`src/rtl/enable_sequence_scheduler_if.sv`:
```
// Control/configuration bus of the enable sequence scheduler.
// The master drives the start/abort handshake and config writes.
// The slave (the scheduler) returns the enables and the status pulses.
interface enable_sequence_scheduler_if #(
  parameter int NUM_EN = 10,
  parameter int CNT_W  = 4,
  parameter int REP_W  = 8
) ();
  logic              start_i;
  logic [REP_W-1:0]  rep_i;
  logic              abort_i;
  logic              cfg_we_i;
  logic [3:0]        cfg_sel_i;
  logic [CNT_W-1:0]  cfg_start_i;
  logic [CNT_W-1:0]  cfg_len_i;
  logic [NUM_EN-1:0] enable_o;
  logic              busy_o;
  logic              done_o;
  logic              abort_ack_o;
  logic              cfg_err_o;

  modport master (
    output start_i, rep_i, abort_i, cfg_we_i, cfg_sel_i, cfg_start_i, cfg_len_i,
    input  enable_o, busy_o, done_o, abort_ack_o, cfg_err_o
  );

  modport slave (
    input  start_i, rep_i, abort_i, cfg_we_i, cfg_sel_i, cfg_start_i, cfg_len_i,
    output enable_o, busy_o, done_o, abort_ack_o, cfg_err_o
  );
endinterface

```
`src/rtl/enable_sequence_scheduler.sv`:
```
// Register-programmable enable sequencer.
// Each channel is high for a programmed window inside a frame.
// Frames repeat back-to-back for the requested count.
// A start/busy/done handshake with abort controls each sequence.
// Reset defaults reproduce the legacy fixed 10-enable schedule.
module enable_sequence_scheduler #(
  parameter int NUM_EN = 10,
  parameter int CNT_W  = 4,
  parameter int REP_W  = 8
) (
  input logic clk_i,
  input logic reset_i,
  enable_sequence_scheduler_if.slave bus
);

  typedef enum logic {IDLE, RUN} state_t;

  localparam logic [3:0] SEL_FLEN = 4'hF;
  localparam logic [3:0] NUM_EN_L = 4'(NUM_EN);

  state_t            state_q, state_d;
  logic [CNT_W-1:0]  cyc_q, cyc_d;
  logic [REP_W-1:0]  frame_q, frame_d;
  logic [REP_W-1:0]  rep_q, rep_d;
  logic [NUM_EN-1:0] en_q, en_d;
  logic              busy_q, busy_d;
  logic              done_q, done_d;
  logic              ack_q, ack_d;
  logic              err_q, err_d;
  logic [CNT_W-1:0]  start_q [NUM_EN];
  logic [CNT_W-1:0]  len_q   [NUM_EN];
  logic [CNT_W-1:0]  flen_q;

  logic start_acc, last_cyc, last_frame, cfg_ok, cfg_wr;

  // A start is taken only from IDLE and only when abort is low.
  // A write in that same cycle is rejected as if the FSM were already busy.
  assign start_acc  = (state_q == IDLE) && bus.start_i && !bus.abort_i;
  assign last_cyc   = (cyc_q == flen_q - CNT_W'(1));
  assign last_frame = (frame_q == rep_q - REP_W'(1));
  assign cfg_ok     = (bus.cfg_sel_i < NUM_EN_L) ||
                      ((bus.cfg_sel_i == SEL_FLEN) && (bus.cfg_start_i != '0));
  assign cfg_wr     = bus.cfg_we_i && (state_q == IDLE) && !start_acc && cfg_ok;

  // Channel window decode for frame cycle c.
  // The end bound is one bit wider, so start+len never wraps.
  // Truncation at the frame end is implicit: cyc never reaches frame_len.
  function automatic logic [NUM_EN-1:0] decode(input logic [CNT_W-1:0] c);
    logic [CNT_W:0] end_c;
    decode = '0;
    for (int k = 0; k < NUM_EN; k++) begin
      end_c     = {1'b0, start_q[k]} + {1'b0, len_q[k]};
      decode[k] = (len_q[k] != '0) && (c >= start_q[k]) && ({1'b0, c} < end_c);
    end
  endfunction

  // State and datapath registers; async reset restores the default schedule
  always_ff @(posedge clk_i or posedge reset_i) begin
    if (reset_i) begin
      state_q <= IDLE;
      cyc_q   <= '0;
      frame_q <= '0;
      rep_q   <= REP_W'(1);
      en_q    <= '0;
      busy_q  <= 1'b0;
      done_q  <= 1'b0;
      ack_q   <= 1'b0;
      err_q   <= 1'b0;
      flen_q  <= CNT_W'(10);
      for (int k = 0; k < NUM_EN; k++) begin
        start_q[k] <= CNT_W'(k);
        len_q[k]   <= (k == 2) ? CNT_W'(2) : CNT_W'(1);
      end
    end else begin
      state_q <= state_d;
      cyc_q   <= cyc_d;
      frame_q <= frame_d;
      rep_q   <= rep_d;
      en_q    <= en_d;
      busy_q  <= busy_d;
      done_q  <= done_d;
      ack_q   <= ack_d;
      err_q   <= err_d;
      if (cfg_wr && (bus.cfg_sel_i == SEL_FLEN)) flen_q <= bus.cfg_start_i;
      for (int k = 0; k < NUM_EN; k++) begin
        if (cfg_wr && (bus.cfg_sel_i == 4'(k))) begin
          start_q[k] <= bus.cfg_start_i;
          len_q[k]   <= bus.cfg_len_i;
        end
      end
    end
  end

  // Next-state: abort has priority over completion
  always_comb begin
    state_d = state_q;
    case (state_q)
      IDLE:    if (start_acc) state_d = RUN;
      RUN:     if (bus.abort_i || (last_cyc && last_frame)) state_d = IDLE;
      default: state_d = IDLE;
    endcase
  end

  // Outputs and counters: enables are registered one cycle ahead of the frame cycle
  always_comb begin
    cyc_d   = cyc_q;
    frame_d = frame_q;
    rep_d   = rep_q;
    en_d    = '0;
    busy_d  = 1'b0;
    done_d  = 1'b0;
    ack_d   = 1'b0;
    err_d   = bus.cfg_we_i && !cfg_wr;
    case (state_q)
      IDLE: begin
        if (start_acc) begin
          cyc_d   = '0;
          frame_d = '0;
          rep_d   = (bus.rep_i == '0) ? REP_W'(1) : bus.rep_i;
          en_d    = decode('0);
          busy_d  = 1'b1;
        end
      end
      RUN: begin
        if (bus.abort_i) begin
          ack_d = 1'b1;
          cyc_d = '0;
        end else if (last_cyc && last_frame) begin
          done_d = 1'b1;
          cyc_d  = '0;
        end else if (last_cyc) begin
          busy_d  = 1'b1;
          cyc_d   = '0;
          frame_d = frame_q + REP_W'(1);
          en_d    = decode('0);
        end else begin
          busy_d = 1'b1;
          cyc_d  = cyc_q + CNT_W'(1);
          en_d   = decode(cyc_q + CNT_W'(1));
        end
      end
      default: ;
    endcase
  end

  assign bus.enable_o    = en_q;
  assign bus.busy_o      = busy_q;
  assign bus.done_o      = done_q;
  assign bus.abort_ack_o = ack_q;
  assign bus.cfg_err_o   = err_q;

endmodule

```
`src/flat_wrapper.sv`:
```
// flat-port wrapper written by rule: the top's interface ports become plain ports
module enable_sequence_scheduler_flat 
#(
  parameter int NUM_EN = 10,
  parameter int CNT_W  = 4,
  parameter int REP_W  = 8
)
  (clk_i, reset_i, bus_start_i, bus_rep_i, bus_abort_i, bus_cfg_we_i, bus_cfg_sel_i, bus_cfg_start_i, bus_cfg_len_i, bus_enable_o, bus_busy_o, bus_done_o, bus_abort_ack_o, bus_cfg_err_o);
  enable_sequence_scheduler_if #(.NUM_EN(NUM_EN), .CNT_W(CNT_W), .REP_W(REP_W)) bus_i ();
  input logic clk_i;
  input logic reset_i;
  input wire logic [$bits(bus_i.start_i)-1:0] bus_start_i;
  input wire logic [$bits(bus_i.rep_i)-1:0] bus_rep_i;
  input wire logic [$bits(bus_i.abort_i)-1:0] bus_abort_i;
  input wire logic [$bits(bus_i.cfg_we_i)-1:0] bus_cfg_we_i;
  input wire logic [$bits(bus_i.cfg_sel_i)-1:0] bus_cfg_sel_i;
  input wire logic [$bits(bus_i.cfg_start_i)-1:0] bus_cfg_start_i;
  input wire logic [$bits(bus_i.cfg_len_i)-1:0] bus_cfg_len_i;
  output wire logic [$bits(bus_i.enable_o)-1:0] bus_enable_o;
  output wire logic [$bits(bus_i.busy_o)-1:0] bus_busy_o;
  output wire logic [$bits(bus_i.done_o)-1:0] bus_done_o;
  output wire logic [$bits(bus_i.abort_ack_o)-1:0] bus_abort_ack_o;
  output wire logic [$bits(bus_i.cfg_err_o)-1:0] bus_cfg_err_o;
  assign bus_i.start_i = bus_start_i;
  assign bus_i.rep_i = bus_rep_i;
  assign bus_i.abort_i = bus_abort_i;
  assign bus_i.cfg_we_i = bus_cfg_we_i;
  assign bus_i.cfg_sel_i = bus_cfg_sel_i;
  assign bus_i.cfg_start_i = bus_cfg_start_i;
  assign bus_i.cfg_len_i = bus_cfg_len_i;
  assign bus_enable_o = bus_i.enable_o;
  assign bus_busy_o = bus_i.busy_o;
  assign bus_done_o = bus_i.done_o;
  assign bus_abort_ack_o = bus_i.abort_ack_o;
  assign bus_cfg_err_o = bus_i.cfg_err_o;
  enable_sequence_scheduler #(.NUM_EN(NUM_EN), .CNT_W(CNT_W), .REP_W(REP_W)) u_core (.clk_i(clk_i), .reset_i(reset_i), .bus(bus_i));
endmodule
```
`config.mk`:
```
export PLATFORM = sky130hd
export DESIGN_NAME = enable_sequence_scheduler_flat
export DESIGN_NICKNAME = d
export VERILOG_FILES = /design/src/rtl/enable_sequence_scheduler_if.sv /design/src/rtl/enable_sequence_scheduler.sv /design/src/flat_wrapper.sv
export SDC_FILE = /design/constraint.sdc
export NUM_CORES = 1
export LEC_CHECK = 0
export ABC_AREA = 1
export CAP_MARGIN = 20
export CORE_AREA = 5 5 136 235
export DETAILED_ROUTE_END_ITERATION = 6
export DIE_AREA = 0 0 141 240
export PLACE_DENSITY_LB_ADDON = 0.12
export SLEW_MARGIN = 20
export SYNTH_ARGS = -nofsm -noshare
export SYNTH_HDL_FRONTEND = slang
export SYNTH_SLANG_ARGS = --single-unit
```
`constraint.sdc`:
```
create_clock -name clk_i -period 4.8 [get_ports clk_i]
set_input_delay 0.96 -clock clk_i [delete_from_list [all_inputs] [get_ports clk_i]]
set_output_delay 0.96 -clock clk_i [all_outputs]
set_load 0.05 [all_outputs]
```
==> key figures <==
STA
  – Fin crit period: 3.28 ns
  – Slew at the pin with the worst max-slew slack: 0.811 ns
  – Setup TNS: 0 ns
  – Clock Skew: 0.00701 ns
  – Fmax: 305 MHz
  – Hold Vio Cnt, Final: 0
  – Final setup fails: 0
  – Tcrit/Tclk final: 68.2%
  – Max Slew Vio Count: 0
  – RSZ-0062 raised after global routing: no
  – Rel. slew slack: 45.8%
  – Post-route setup slack: 1.52 ns

Power and ir drop
  – Maximum VDD drop: 0.263 mV
  – PD cells: 457 nW/um2
  – Pleak: 5.09 nW

Outcome
  – Status: completed

Detailed routing
  – Avg WL per Cell: 16.4 um
  – WL final: 25.3 mm
  – Post-route ant nets: 0
  – Vias after detailed routing: 7277
  – Via-to-Cell Ratio: 4.71
  – DRC Markers: 0
  – First-iteration detailed-routing DRC count: 244
  – Detailed Routing Iterations Pass 1: 4

Floorplan
  – Total die area: 33800 um2
  – Die Wd: 141 um
  – Initial Util: 29.4%
  – Core area: 29800 um2
  – Num ports: 39
  – Floorplan row count: 84
  – Die H: 240 um

Worst setup path
  – Ordered list of cells on the worst path: clkdlybuf4s50_1 -> inv_1 -> nand3_4 -> inv_2 -> nor2_2 -> inv_2 -> nor2_4 -> nand2_1 -> nand2_1 -> o21ai_0
  – CP max stage cell: clkdlybuf4s50_1
  – CP max stage delay: 0.52 ns
  – Worst r2r path cells: 9
  – WP data required: 5.07 ns
  – Worst endpoint data arrival time: 3.55 ns
  – CP endpoint kind: flip-flop
  – Crit Path Class: in2reg
  – R2R Setup Slk: 1.99 ns
  – CP bufs+invs: 4
  – R2R Path Start: u_core.bus.busy_o
  – Worst setup SP type: input port
  – Max FO, Critical Path: 22
  – Crit-path leading delay family: simple AND/OR/NAND/NOR gates
  – Crit Reg-Reg Endpoint: u_core.start_q[23]

Hold path
  – Hold Startpoint: u_core.len_q[36]
  – Hold Path Class: reg2reg
  – Hold endpoint: u_core.len_q[36]
  – Hold Path Depth: 2

Logic synthesis
  – Post-Syn Nets: 1249
  – Synthesized area: 8780 um2
  – Ys Warns: 0
  – Yosys reg bits: 118
  – Sequential element share of the synthesized area: 34.0%
  – Synth cell types: 38
  – Cells after synthesis: 1100
  – Avg Cell Area, Syn: 7.98 um2

Clocking
  – Hold-fix buffers, CTS: 0
  – CTS tree: done
  – TritonCTS Buffers: 17
  – Clk pin slew, worst setup/hold paths: 0.06 ns
  – Worst-Skew Late Latency: 0.43 ns
  – Post-CTS sizing: 0
  – H-tree lvl count: 4
  – Buffer count from post-CTS setup fixing: 0
  – Clk sinks: 118
  – Clk root buf: clkbuf_16
  – Maximum clock insertion buffer count: 2

Global route
  – Global Route Usage Sum: 15.6%
  – Largest net degree at the start of global routing: 63
  – GRT overflow: 0
  – Initial antenna violation count: 0
  – First-pass GRT wire length: 40.6 mm
  – Vias in the first global route: 7461

Layout
  – Area Overhead vs Synth: 15.5%
  – Total Nets Final: 1294
  – Antenna cells: 0
  – Share of layout cells above drive strength 1: 8.46%
  – Filler Cells Inserted: 3203

Placement
  – DP HPWL: 18.8 mm
  – Placement Setup Slack: 1.04 ns
  – GP Congestion: 0.781
  – PortBufs: 38

Flow run
  – Max-cap viol count: 0
-- state kept, by name, indices dropped and copies added (netlist names) --
register / cells
u_core.len_q: 40
u_core.start_q: 40
u_core.bus.enable_o: 10
u_core.frame_q: 8
u_core.rep_q: 8
u_core.cyc_q: 4
u_core.flen_q: 4
u_core.bus.abort_ack_o: 1
u_core.bus.busy_o: 1
u_core.bus.cfg_err_o: 1
u_core.bus.done_o: 1
-- Yosys cell counts --
master / number / area, um2
nand3_4: 1 / 17.5
nand3b_1: 18 / 135
dfstp_2: 28 / 736
o21ai_2: 9 / 78.8
nor3_1: 4 / 20.0
nand2_1: 285 / 1070
a32o_1: 1 / 10.0
nor4_1: 2 / 12.5
dfrtp_1: 90 / 2250
nor2_1: 65 / 244
a41oi_1: 1 / 8.76
ha_1: 114 / 1430
nor2_2: 1 / 6.26
inv_2: 3 / 11.3
nand3_1: 90 / 450
nand3_2: 1 / 10.0
xor2_1: 9 / 78.8
nand4_1: 28 / 175
buf_6: 8 / 90.1
inv_1: 112 / 420
nor3b_1: 10 / 75.1
buf_12: 1 / 20.0
clkinv_1: 1 / 3.75
o211ai_1: 1 / 7.51
xnor2_1: 25 / 219
nand2_4: 9 / 101
o21ai_0: 29 / 145
o22ai_1: 1 / 6.26
a21oi_1: 52 / 260
buf_2: 4 / 20.0
o21bai_1: 10 / 75.1
nand2b_1: 1 / 6.26
o21ai_1: 55 / 275
clkbuf_1: 10 / 37.5
fa_1: 10 / 200
or2_2: 1 / 6.26
and2_1: 9 / 56.3
nor2_4: 1 / 11.3
-- cell families (layout without fill, tap and decap cells) --
| family | Yosys count | count (layout) | share of synthesized area [%] |
|---|---|---|---|
| compound gates | 159 | 159 | 9.88 |
| buf+inv | 139 | 197 | 6.87 |
| xor+xnor | 34 | 34 | 3.39 |
| flops | 118 | 118 | 34.0 |
| fa+ha+maj | 124 | 124 | 18.5 |
| simple gates | 526 | 526 | 27.3 |
-- metal layers --
| layer | up-vias | wire length (um) | part of all wire, % | GRT usage (%) |
|---|---|---|---|---|
| met3 | 24 | 601 | 2.4 | 2.75 |
| met5 | - | 0 | 0 | 0 |
| met2 | 77 | 14300 | 56 | 30.8 |
| met1 | 3414 | 10000 | 40 | 16.7 |
| met4 | 0 | 393 | 1.6 | 4.53 |
| li1 | 3762 | - | - | - |
-- through the flow --
step / util (%) / instance area (um2) / cells / hold WS (ns) / power, W
2_1_floorplan: - / 8780 / 1100 / 0.460 / 0.00292
3_3_place_gp: 32.1 / 9580 / 1513 / 0.475 / 0.00346
3_5_place_dp: 32.1 / 9580 / 1513 / 0.480 / 0.00348
4_1_cts: 34.0 / 10100 / 1545 / 0.491 / 0.00473
5_1_grt: 34.0 / 10100 / 1545 / 0.512 / 0.00508
6_report: 34.0 / 10100 / 1545 / 0.488 / 0.00464
-- placed cells by master, fill, tap and decap left out, types with 10 or more instances in the layout --
cell	instances
o21ai_0	29
dfrtp_1	90
nand2_1	285
nand4_1	28
nor2_1	65
fa_1	10
nand3b_1	18
o21bai_1	10
a21oi_1	52
clkdlybuf4s50_1	38
nor3b_1	10
buf_4	10
xnor2_1	25
dfstp_2	28
nand3_1	90
inv_1	111
o21ai_1	55
clkbuf_16	17
ha_1	114
-- final cells by class --
class	count	area, um2	share of cell area (%)
clock buffer	20	457	4.50
clock inverter	12	105	1.04
inverter	116	438	4.32
multi-input combinational	843	5200	51.2
sequential	118	2990	29.5
tap	387	484	4.77
timing repair buffer	49	475	4.69
-- worst max path at each step --
stage | startpoint | end | slack, ns | cells past startpoint
after floorplan | reset_i | u_core.bus.abort_ack_o | 0.76 | 1
after global placement | bus_abort_i | u_core.len_q[25] | 1.10 | 10
after detailed placement | bus_abort_i | u_core.start_q[23] | 1.04 | 10
after CTS | bus_abort_i | u_core.start_q[20] | 1.49 | 10
after global routing | bus_abort_i | u_core.start_q[23] | 1.22 | 10
final | bus_abort_i | u_core.start_q[23] | 1.52 | 10
-- power by group --
| part | internal, W | switching (W) | total, W | leakage, nW |
|---|---|---|---|---|
| Clock | 0.000734 | 0.000477 | 0.00121 | 0.264 |
| Combinational | 0.000842 | 0.00114 | 0.00198 | 3.35 |
| Sequential | 0.00122 | 0.000224 | 0.00145 | 1.48 |
-- tightest hold or removal path, delay by kind of cell (launching register included) --
| family | cells | cell delay, ns |
|---|---|---|
| compound gates | 1 | 0.05 |
| flops | 1 | 0.37 |
| simple gates | 1 | 0.05 |
Note: power is estimated with default switching activity, not from simulation.
